File: src/rtl/dram_arb_pkg.sv
// Shared types and port identifiers for the two-master data RAM arbiter.
package dram_arb_pkg;

    localparam logic PORT_CPU = 1'b0;
    localparam logic PORT_AUX = 1'b1;

    typedef struct packed {
        logic valid;
        logic id;
    } rd_tag_t;

endpackage

File: src/rtl/dram_rd_tag_pipe.sv
// Read-return tag delay line: tracks which port owns the RAM output RD_LAT cycles after issue.
module dram_rd_tag_pipe
    import dram_arb_pkg::*;
#(
    parameter int unsigned RD_LAT = 1
) (
    input  logic    clk,
    input  logic    rst_n,
    input  rd_tag_t tag_in,
    output rd_tag_t tag_out
);

    rd_tag_t [RD_LAT-1:0] stage_q;

    always_ff @(posedge clk or negedge rst_n) begin
        if (!rst_n) begin
            stage_q <= '0;
        end else begin
            stage_q[0] <= tag_in;
            for (int unsigned i = 1; i < RD_LAT; i++) begin
                stage_q[i] <= stage_q[i-1];
            end
        end
    end

    assign tag_out = stage_q[RD_LAT-1];

endmodule

File: src/rtl/dram_port_arbiter.sv
// Round-robin arbiter sharing one single-port data RAM between the CPU and an auxiliary master.
module dram_port_arbiter
    import dram_arb_pkg::*;
#(
    parameter int unsigned AW     = 5,
    parameter int unsigned DW     = 32,
    parameter int unsigned RD_LAT = 1
) (
    input  logic          clk,
    input  logic          rst_n,

    input  logic          p0_req,
    input  logic          p0_we,
    input  logic [AW-1:0] p0_addr,
    input  logic [DW-1:0] p0_wdata,
    output logic          p0_gnt,
    output logic          p0_rvalid,
    output logic [DW-1:0] p0_rdata,

    input  logic          p1_req,
    input  logic          p1_we,
    input  logic [AW-1:0] p1_addr,
    input  logic [DW-1:0] p1_wdata,
    output logic          p1_gnt,
    output logic          p1_rvalid,
    output logic [DW-1:0] p1_rdata,

    output logic          ram_ce,
    output logic          ram_wre,
    output logic [AW-1:0] ram_ad,
    output logic [DW-1:0] ram_din,
    input  logic [DW-1:0] ram_dout
);

    logic    gnt0, gnt1;
    logic    last_gnt_q;
    rd_tag_t tag_in, tag_out;

    // Grants are forced low during reset so the RAM never sees an access while rst_n=0.
    always_comb begin
        gnt0 = 1'b0;
        gnt1 = 1'b0;
        if (rst_n) begin
            if (p0_req && p1_req) begin
                gnt0 = (last_gnt_q == PORT_AUX);
                gnt1 = (last_gnt_q == PORT_CPU);
            end else begin
                gnt0 = p0_req;
                gnt1 = p1_req;
            end
        end
    end

    assign p0_gnt = gnt0;
    assign p1_gnt = gnt1;

    always_comb begin
        ram_ce = gnt0 | gnt1;
        if (gnt1) begin
            ram_wre = p1_we;
            ram_ad  = p1_addr;
            ram_din = p1_wdata;
        end else begin
            ram_wre = gnt0 & p0_we;
            ram_ad  = p0_addr;
            ram_din = p0_wdata;
        end
    end

    always_ff @(posedge clk or negedge rst_n) begin
        if (!rst_n) begin
            last_gnt_q <= PORT_AUX;
        end else if (gnt0 || gnt1) begin
            last_gnt_q <= gnt1 ? PORT_AUX : PORT_CPU;
        end
    end

    always_comb begin
        tag_in.valid = ram_ce & ~ram_wre;
        tag_in.id    = gnt1 ? PORT_AUX : PORT_CPU;
    end

    dram_rd_tag_pipe #(
        .RD_LAT (RD_LAT)
    ) u_tag_pipe (
        .clk     (clk),
        .rst_n   (rst_n),
        .tag_in  (tag_in),
        .tag_out (tag_out)
    );

    // Read data is a straight passthrough of the RAM output; only the valids are steered.
    assign p0_rvalid = tag_out.valid && (tag_out.id == PORT_CPU);
    assign p1_rvalid = tag_out.valid && (tag_out.id == PORT_AUX);
    assign p0_rdata  = ram_dout;
    assign p1_rdata  = ram_dout;

endmodule

File: config.mk
export PLATFORM = sky130hd
export DESIGN_NAME = dram_port_arbiter
export DESIGN_NICKNAME = d
export VERILOG_FILES = /design/src/rtl/dram_arb_pkg.sv /design/src/rtl/dram_rd_tag_pipe.sv /design/src/rtl/dram_port_arbiter.sv
export SDC_FILE = /design/constraint.sdc
export NUM_CORES = 1
export LEC_CHECK = 0
export ABC_AREA = 0
export CORE_MARGIN = 5
export CORE_UTILIZATION = 19
export CTS_CLUSTER_DIAMETER = 150
export DETAILED_ROUTE_END_ITERATION = 7
export HOLD_SLACK_MARGIN = 0.1
export PLACE_DENSITY = 0.8
export SETUP_SLACK_MARGIN = 0.3
export SYNTH_ARGS = -nofsm -noshare
export SYNTH_HDL_FRONTEND = slang
export SYNTH_HIERARCHICAL = 1
export SYNTH_SLANG_ARGS = --single-unit
File: constraint.sdc
create_clock -name clk -period 1.5 [get_ports clk]
set_input_delay 0.225 -clock clk [delete_from_list [all_inputs] [get_ports clk]]
set_output_delay 0.225 -clock clk [all_outputs]
set_load 0.01 [all_outputs]
==> results.md, run 1 <==
- Clock transition at the registers of the reported paths: 0.03 ns
- Die area: 7900 um^2
- RR Startpoint: last_gnt_q
- Post-synth EDFFs: 0
- IO Port Bufs: 122
- Ys flop type: dfrtp_1
- Setup-failing EPs final: 40
- Post-synth top area share: 0.406
- Worst Path Arrival: 1.72 ns
- RSZ-0062 raised after global routing: true
- Ports: 219
- Final Hold Fails: 0
- Critical Path Start: last_gnt_q
- Diode count: 0
- CP required: 1.27 ns
- Drt initial violations: 6
- Worst min path class: in -> async
- Post-route clock period utilization: 1.30
- CP Launch Type: flop
- Outcome: finished, violations left
- Sequential share of power: 0.083
- Worst skew pair latency: 0.21 ns
- Pins over their slew limit: 0
- Clk pwr share: 0.190
- CP max-delay cell: dfstp_2
- Vias per cell: 4.03
- Reg2Reg Depth: 7
- H-tree levels: 1
- Pin count of the biggest net entering global routing: 7
- Leak pwr: 1.21 nW
- Setup crit end: ram_din[17]
- Global-route wire length before repair: ~6.1 mm
- Critical path, cell by cell: nand2_2, nand3_4, buf_12, buf_12, buf_12, mux2_4, buf_6
- Avg Inst Size Synth: between 9 and 10 um^2
- Max VDD drop: ~0.33 mV
- Synth top area cells: buf_4 41%, mux2_4 24%, mux2_2 17%
- Final WL: 4.54 mm
- Final Skew: 0.00248 ns
- Root Driver: clkbuf_8
- Core Region: 5990 um^2
- Critical path type: reg -> out
- Clock Sinks: 3
- Final net count: 324
- Finished Cell Area: 2520 um^2
- Tmin final: roughly 1.9 ns
- Critical path endpoint category: output pin
- Reg2reg setup slack: approximately 0.19 ns
- Internal: 0.000890 W
- Post-synth top cells: 64 x buf_4, 19 x mux2_4, 18 x mux2_2
- Post-DRT Antenna Nets: 0
- TritonCTS clock tree: yes
- Register area share after synthesis: 0.0646
- Gr usage total: 0.101
- Max-cap violations: 0
- Vias in the first global route: 1321
- DR WL/cell: 15.9 um
- TritonCTS buffer count: 3
- Final Util: 0.421
- Cell taking the most area after synthesis: buf_4
- Switching share of power: 0.264
- Syn-to-layout area delta: 113%
- Synth Warn #: 6
- Die Y: 88.9 um
- Gpl congestion: 0.692
- Detailed-router iteration count before antenna repair: 4
- Place WS: -0.718 ns
- DIE WIDTH: 88.9 um
- CP most frequent cell: buf_12
- PwrDens: 479 nW/um^2
- Vias: 1153
- Synthesized Nets: roughly 240
- DRC viols: 0
- Synth async-reset ratio: 1.00
- Comb pwr share: 0.727
- Count leader, synth: buf_4
- Cell Area, Placed: ~2100 um^2
- Failing checks: negative setup slack
- Register bit count reported by yosys: 3
- Rel. slew slack: 0.870
- Initial antenna violation count: 0
- Worst path max stage delay: 0.53 ns
- Sw Pwr: 0.000319 W
- Hold buffer count at CTS: 0
- Fillcell total: 551
- Mapped Area: 1180 um^2
- Clock Path Buffers: 2
- Hold WS: 0.195 ns
- Reg2reg end: u_tag_pipe/tag_out[0]
- Distinct cell type count after synthesis: 19
- Worst Max-Slew Pin Slew: between 0.15 and 0.2 ns
- Share of cells above drive strength 1: 0.550
- Hpwl dp: 3.51 mm
- Num rows: 28
- Worst Path Max Fanout: 6
- Final worst slack: -0.445 ns
- Cells after Synth: 127
- Fmax: roughly 500 MHz
- Initial Util: 0.197
- GRT overflow: 0
==> metal layers <==
metal	vias up	track usage	share of wire
met5	-	0	0
met4	0	0.0481	0.033
met3	19	0.0447	0.16
met2	109	0.199	0.51
met1	499	0.0847	0.29
li1	526	-	-
==> timing repair <==
action / in CTS / in global routing
buffers inserted: 11 / 2
gates resized for setup: 238 / 9
pin swaps: 3 / 2
endpoints found under the setup margin: 44 / 43
gates cloned: 3 / 0
==> placed cells by master (no fill, tap or decap), types with 2 or more instances in the layout <==
cell,count
mux2_4,34
buf_2,3
clkbuf_8,3
buf_16,3
dlygate4sd2_1,2
inv_1,2
buf_12,7
mux2_2,3
nor2_1,2
dfrtp_1,2
clkdlybuf4s50_1,76
clkdlybuf4s15_1,2
nand2_1,3
buf_4,7
buf_6,46
==> flip-flops by register name, indices dropped and copies added (netlist names) <==
name	cells
last_gnt_q	1
u_tag_pipe/tag_out	2
==> worst min path at each step <==
stage,from,endpoint,slack [ns]
after global routing,rst_n,u_tag_pipe/tag_out[0],0.22
after detailed placement,ram_dout[10],p1_rdata[10],0.45
after floorplan,rst_n,u_tag_pipe/tag_out[0],-0.07
after CTS,rst_n,u_tag_pipe/tag_out[0],0.19
after global placement,ram_dout[10],p1_rdata[10],0.45
final,rst_n,u_tag_pipe/tag_out[0],0.20
==> stage by stage <==
stage,power [W],std cells,TNS [ns]
2_1_floorplan,0.000524,127,0
3_3_place_gp,0.000784,266,-25.26
3_5_place_dp,0.000793,266,-26.21
4_1_cts,0.00119,284,-14.50
5_1_grt,0.00128,286,-16.34
6_report,0.00121,286,-14.32
==> cell type report <==
| type | instances | area [um^2] | area share |
|---|---|---|---|
| multi-input cells | 53 | 669 | 0.265 |
| clock buffers | 4 | 45.0 | 0.0179 |
| flip-flops and latches | 3 | 76.3 | 0.0303 |
| inverters | 3 | 11.3 | 0.00446 |
| repair buffers | 148 | 1630 | 0.645 |
| well taps | 75 | 93.8 | 0.0372 |
==> power groups by stage <==
stage	Sequential, W	Clock (W)	Combinational, W
2_1_floorplan	0.000101	0	0.000423
3_3_place_gp	0.000101	0	0.000683
3_5_place_dp	0.000101	0	0.000692
4_1_cts	0.000100	0.000235	0.000859
5_1_grt	0.000101	0.000244	0.000932
6_report	0.000100	0.000230	0.000879
==> critical path, delay by kind of cell, from the launching register on <==
kind	cells	cell delay, ns
buffers and inverters	4	0.47
DFF	1	0.53
muxes	1	0.30
and+or+nand+nor	2	0.21
==> kinds of logic after synthesis <==
| family | after synthesis | share of synthesized area |
|---|---|---|
| buffers and inverters | 71 | 0.449 |
| multiplexers | 37 | 0.413 |
| flip-flops | 3 | 0.0646 |
| AO/OA/AOI/OAI | 5 | 0.0265 |
| AND/OR/NAND/NOR | 11 | 0.0476 |
(Power assumes the default switching activity.)
==> run 2: changes to the inputs <==
Settings changed: GPL_TIMING_DRIVEN set to 0.
==> results.md, run 2 (synthesis gave the netlist of run 1 again) <==
- Sw Pwr: ~0.00042 W
- GRT overflow: 0
- TritonCTS clock tree: yes
- Critical path type: reg -> out
- DIE WIDTH: 88.9 um
- Finished Cell Area: between 3000 and 4000 um^2
- Pin count of the biggest net entering global routing: 9
- Reg2reg setup slack: 0.12 ns
- Commonest non-fill, non-tap cells in the layout: 140 x clkdlybuf4s50_1, 70 x buf_4, 48 x buf_6
- Gpl congestion: 0.678
- Ports: between 200 and 250
- Final WL: 5.98 mm
- Die area: slightly below 8000 um^2
- Sequential share of power: 0.066
- Vias in the first global route: 1770
- Clock Path Buffers: 2
- Clock transition at the registers of the reported paths: ~0.030 ns
- Rel. slew slack: 0.831
- Reg2reg end: u_tag_pipe/tag_out[0]
- Worst skew pair latency: between 0.2 and 0.25 ns
- Diode count: 0
- Die Y: 88.9 um
- Detailed-router iteration count before antenna repair: 3
- Number of flip-flops under the largest register name: 2
- Internal: 0.00113 W
- Critical path, cell by cell: nand2_4, nand3_4, buf_12, buf_12, buf_16, mux2_4, buf_6
- Leak pwr: 1.77 nW
- Final worst slack: -0.419 ns
- CP max-delay cell: dfstp_2
- Worst Path Buf+Inv: 4
- Worst min path class: in -> reg
- Cell Area, Placed: 3150 um^2
- Worst Max-Slew Pin Slew: 0.253 ns
- Worst path max stage delay: approximately 0.55 ns
- Setup-failing EPs final: 40
- Critical path endpoint category: output pin
- Worst Path Max Fanout: 5
- Core Region: around 6000 um^2
- RR Startpoint: last_gnt_q
- Hold WS: roughly 0.25 ns
- Comb pwr share: 0.781
- DRC viols: 0
- Total power: 0.00155 W
- Final Hold Fails: 0
- Fmax: 521 MHz
- Depth of the worst hold-timing path: 2
- CP most frequent cell: buf_12
- Drt initial violations: 5
- PwrDens: 429 nW/um^2
- Place WS: -0.933 ns
- Outcome: finished, violations left
- Max VDD drop: 0.391 mV
- Reg2Reg Depth: 8
- Worst hold endpoint: last_gnt_q
- RSZ-0062 raised after global routing: true
- Post-DRT Antenna Nets: 0
- Worst Path Arrival: 1.69 ns
- Vias: roughly 1600
- H-tree levels: 1
- CP Launch Type: flop
- Pins over their slew limit: 0
- Initial antenna violation count: 0
- Hpwl dp: a little over 5 mm
- Vias per cell: slightly below 4
- Initial Util: 0.197
- Num rows: 28
- Syn-to-layout area delta: 206%
- Hold path start: rst_n
- Tmin final: about 1.9 ns
- Commonest non-fill, non-tap cell in the layout: clkdlybuf4s50_1
- DR WL/cell: ~14 um
- Root Driver: clkbuf_8
- Max-cap violations: 0
- Largest delay share family, worst path: flip-flops
- Gr usage total: 0.132
- Clock Sinks: 3
- CP required: 1.27 ns
- IO Port Bufs: 186
- Switching share of power: 0.272
- Final Skew: about 0.00085 ns
- Global-route wire length before repair: ~8.2 mm
- TritonCTS buffer count: 3
- Final Util: 0.605
- Share of cells above drive strength 1: 0.528
- Clk pwr share: 0.153
- Fillcell total: between 400 and 500
- Failing checks: negative setup slack
- Final net count: 452
- Post-route clock period utilization: 1.28
## run 2: area by class of cell
cell class	count	area (um^2)	area share
Sequential cell	3	76.3	0.0211
Buffer	68	552	0.152
Multi-Input combinational cell	53	658	0.182
Clock buffer	4	45.0	0.0124
Timing Repair Buffer	208	2190	0.603
Tap cell	75	93.8	0.0259
Inverter	3	11.3	0.00311
## run 2: worst max-delay path by stage
stage / from / endpoint / slack (ns) / cells past startpoint
after CTS: last_gnt_q / ram_ad[1] / -0.42 / 7
after global placement: rst_n / ram_din[27] / -0.90 / 6
after floorplan: last_gnt_q / ram_din[15] / 0.02 / 5
after detailed placement: rst_n / ram_din[27] / -0.93 / 6
after global routing: last_gnt_q / ram_din[25] / -0.48 / 7
final: last_gnt_q / ram_ad[1] / -0.42 / 7
## run 2: power groups by stage
stage                     clock network (W)  registers (W)  logic (W)
after floorplan                           0       0.000101   0.000423
after global placement                    0       0.000103    0.00101
after detailed placement                  0       0.000103    0.00102
after CTS                          0.000241       0.000100    0.00120
after global routing               0.000254       0.000105    0.00128
final                              0.000237       0.000103    0.00121
## run 2: routing by layer
| metal | wire (um) | vias to the layer above | global-route usage |
|---|---|---|---|
| li1 | - | 783 | - |
| met1 | 1760 | 703 | 0.118 |
| met4 | 25 | 0 | 0.0165 |
| met3 | 936 | 2 | 0.0559 |
| met2 | 3260 | 130 | 0.275 |
| met5 | 0 | - | 0 |
## run 2: repair_timing
action                                 in CTS  in global routing
buffers inserted                           16                  3
setup endpoints to repair                  45                 43
hold buffers                                1                  0
gates cloned                                2                  0
endpoints found under the hold margin       3                  0
resized for setup                         243                 16
pin swaps                                   1                  1
## run 2: metrics by stage
step                      setup TNS, ns  instances
final                            -13.71        414
after global routing             -15.94        414
after CTS                        -13.40        411
after detailed placement         -34.39        388
after global placement           -33.14        388
after floorplan                       0        127
==> run 3: changes to the inputs <==
Settings changed: CORE_AREA set to 5 5 81 83, CORE_MARGIN 5 to not set, CORE_UTILIZATION 19 to not set, DIE_AREA set to 0 0 86 88, DONT_BUFFER_PORTS set to 1, GPL_TIMING_DRIVEN 0 to not set, PLACE_DENSITY 0.8 to 0.35.
==> results.md, run 3 (synthesis gave the netlist of run 1 again) <==
- Share of cells above drive strength 1: 0.750
- Clock Sinks: 3
- Pins over their slew limit: 0
- Commonest non-fill, non-tap cells in the layout: 37 x mux2_4, 3 x nand2_1, 3 x clkbuf_8
- Max VDD drop: a little over 0.4 mV
- Worst Max-Slew Pin Slew: about 0.25 ns
- Failing checks: negative setup slack
- Core Region: 5780 um^2
- Die Y: 88 um
- RR Startpoint: last_gnt_q
- Global-route wire length before repair: 5.04 mm
- Vias: around 670
- Number of flip-flops under the largest register name: 2
- Post-route clock period utilization: 1.15
- Commonest non-fill, non-tap cell in the layout: mux2_4
- Final worst slack: -0.226 ns
- Metal-1 WL: 1.02 mm
- Critical path, cell by cell: nand2_4, nand3_4, clkbuf_16, mux2_4
- CP max-delay cell: dfstp_2
- Hold path start: p1_we
- Leak pwr: 0.524 nW
- CP required: 1.27 ns
- Worst Path Max Fanout: 7
- Root Driver: clkbuf_8
- Vias per cell: 4.54
- Hpwl dp: between 3 and 4 mm
- Worst path max stage delay: 0.54 ns
- Outcome: finished, violations left
- Reg2reg setup slack: about 0.27 ns
- Gpl congestion: around 0.74
- GRT overflow: 0
- Setup-failing EPs final: 38
- Vias in the first global route: 755
- Fin Setup TNS: -7.28 ns
- Worst skew pair latency: 0.21 ns
- Worst Path Buf+Inv: 1
- Total power: around 0.00070 W
- Post-DRT Antenna Nets: 0
- Rel. slew slack: 0.836
- Worst hold endpoint: u_tag_pipe/tag_out[1]
- Final Skew: 0.000572 ns
- Clock Path Buffers: 2
- TritonCTS clock tree: yes
- Clock transition at the registers of the reported paths: 0.03 ns
- DRC viols: 0
- Num rows: 28
- Diode count: 0
- RSZ-0062 raised after global routing: true
- Pin count of the biggest net entering global routing: 15
- Max-cap violations: 0
- Drt initial violations: 0
- Depth of the worst hold-timing path: 1
- Die area: about 7600 um^2
- Reg2reg end: u_tag_pipe/tag_out[0]
- Initial antenna violation count: 0
- Fmax: 579 MHz
- Reg2Reg Depth: 5
- DIE WIDTH: between 80 and 90 um
- Gr usage total: 0.0932
- Ports: 219
- Critical path endpoint category: output pin
- Met3 WL: 886 um
- CP Launch Type: flop
- DR WL/cell: 29.3 um
- Routed met2 length: approximately 2.3 mm
- Worst Path Arrival: 1.50 ns
- Largest delay share family, worst path: flip-flops
- Max Used Layer: met4
- Tmin final: 1.73 ns
- Final WL: 4.31 mm
- Worst min path class: in -> reg
- PwrDens: slightly below 700 nW/um^2
- H-tree levels: 1
- Initial Util: 0.205
- TritonCTS buffer count: 3
- Detailed-router iteration count before antenna repair: 1
- Critical path type: reg -> out
- Syn-to-layout area delta: -13.1%
- Final Hold Fails: 0
- Final net count: around 190
- IO Port Bufs: 0
- Hold WS: between 0.1 and 0.15 ns
[run 3: what timing repair did]
| action | 4_1_cts | 5_1_grt |
|---|---|---|
| setup endpoints to repair | 40 | 41 |
| hold endpoints to repair | 4 | 0 |
| hold buffers | 2 | 0 |
| gates cloned | 2 | 1 |
| pin swaps | 1 | 0 |
| gates resized for setup | 12 | 16 |
| setup buffers | 2 | 0 |
[run 3: worst reg2reg max path, stage by stage (launching register included)]
cell and delay, ns:
dfstp_2 0.54, nand2_4 0.06, nand3_4 0.14, buf_16 0.19
buf_4 0.13, inv_2 0.05
[run 3: per-layer routing]
layer	vias to the layer above	global-route usage
met4	0	0.0403
met1	260	0.0594
met5	-	0
met2	149	0.184
li1	248	-
met3	10	0.0762
[run 3: metrics by stage]
step	area, um^2	worst slack (ns)	cells	utilization
final	1030	-0.226	147	0.178
after global routing	1030	-0.283	147	0.178
after floorplan	1190	0.0180	127	-
after CTS	942	-0.262	146	0.163
after global placement	787	-0.0246	136	0.136
after detailed placement	787	-0.0623	136	0.136
[run 3: worst max-delay path by stage]
| stage | startpoint | to | slack, ns | cells after the start |
|---|---|---|---|---|
| floorplan | last_gnt_q | ram_din[15] | 0.02 | 5 |
| global placement | last_gnt_q | ram_ad[3] | -0.02 | 4 |
| detailed placement | last_gnt_q | ram_din[4] | -0.06 | 4 |
| CTS | last_gnt_q | ram_din[10] | -0.26 | 4 |
| global route | last_gnt_q | ram_din[26] | -0.28 | 4 |
| finish | last_gnt_q | ram_din[27] | -0.23 | 4 |
[run 3: area by class of cell]
type	instances	area (um^2)
Fill cell	620	4750
Clock buffer	4	45.0
Timing Repair Buffer	9	130
Sequential cell	3	76.3
Inverter	3	11.3
Multi-Input combinational cell	53	671
Tap cell	75	93.8
[run 3: report_power, final]
group / total [W] / internal, W / switching [W]
sequential: 0.000102 / 0.0000948 / 0.00000717
clock: 0.000233 / 0.000181 / 0.0000519
combinational: 0.000363 / 0.000197 / 0.000166
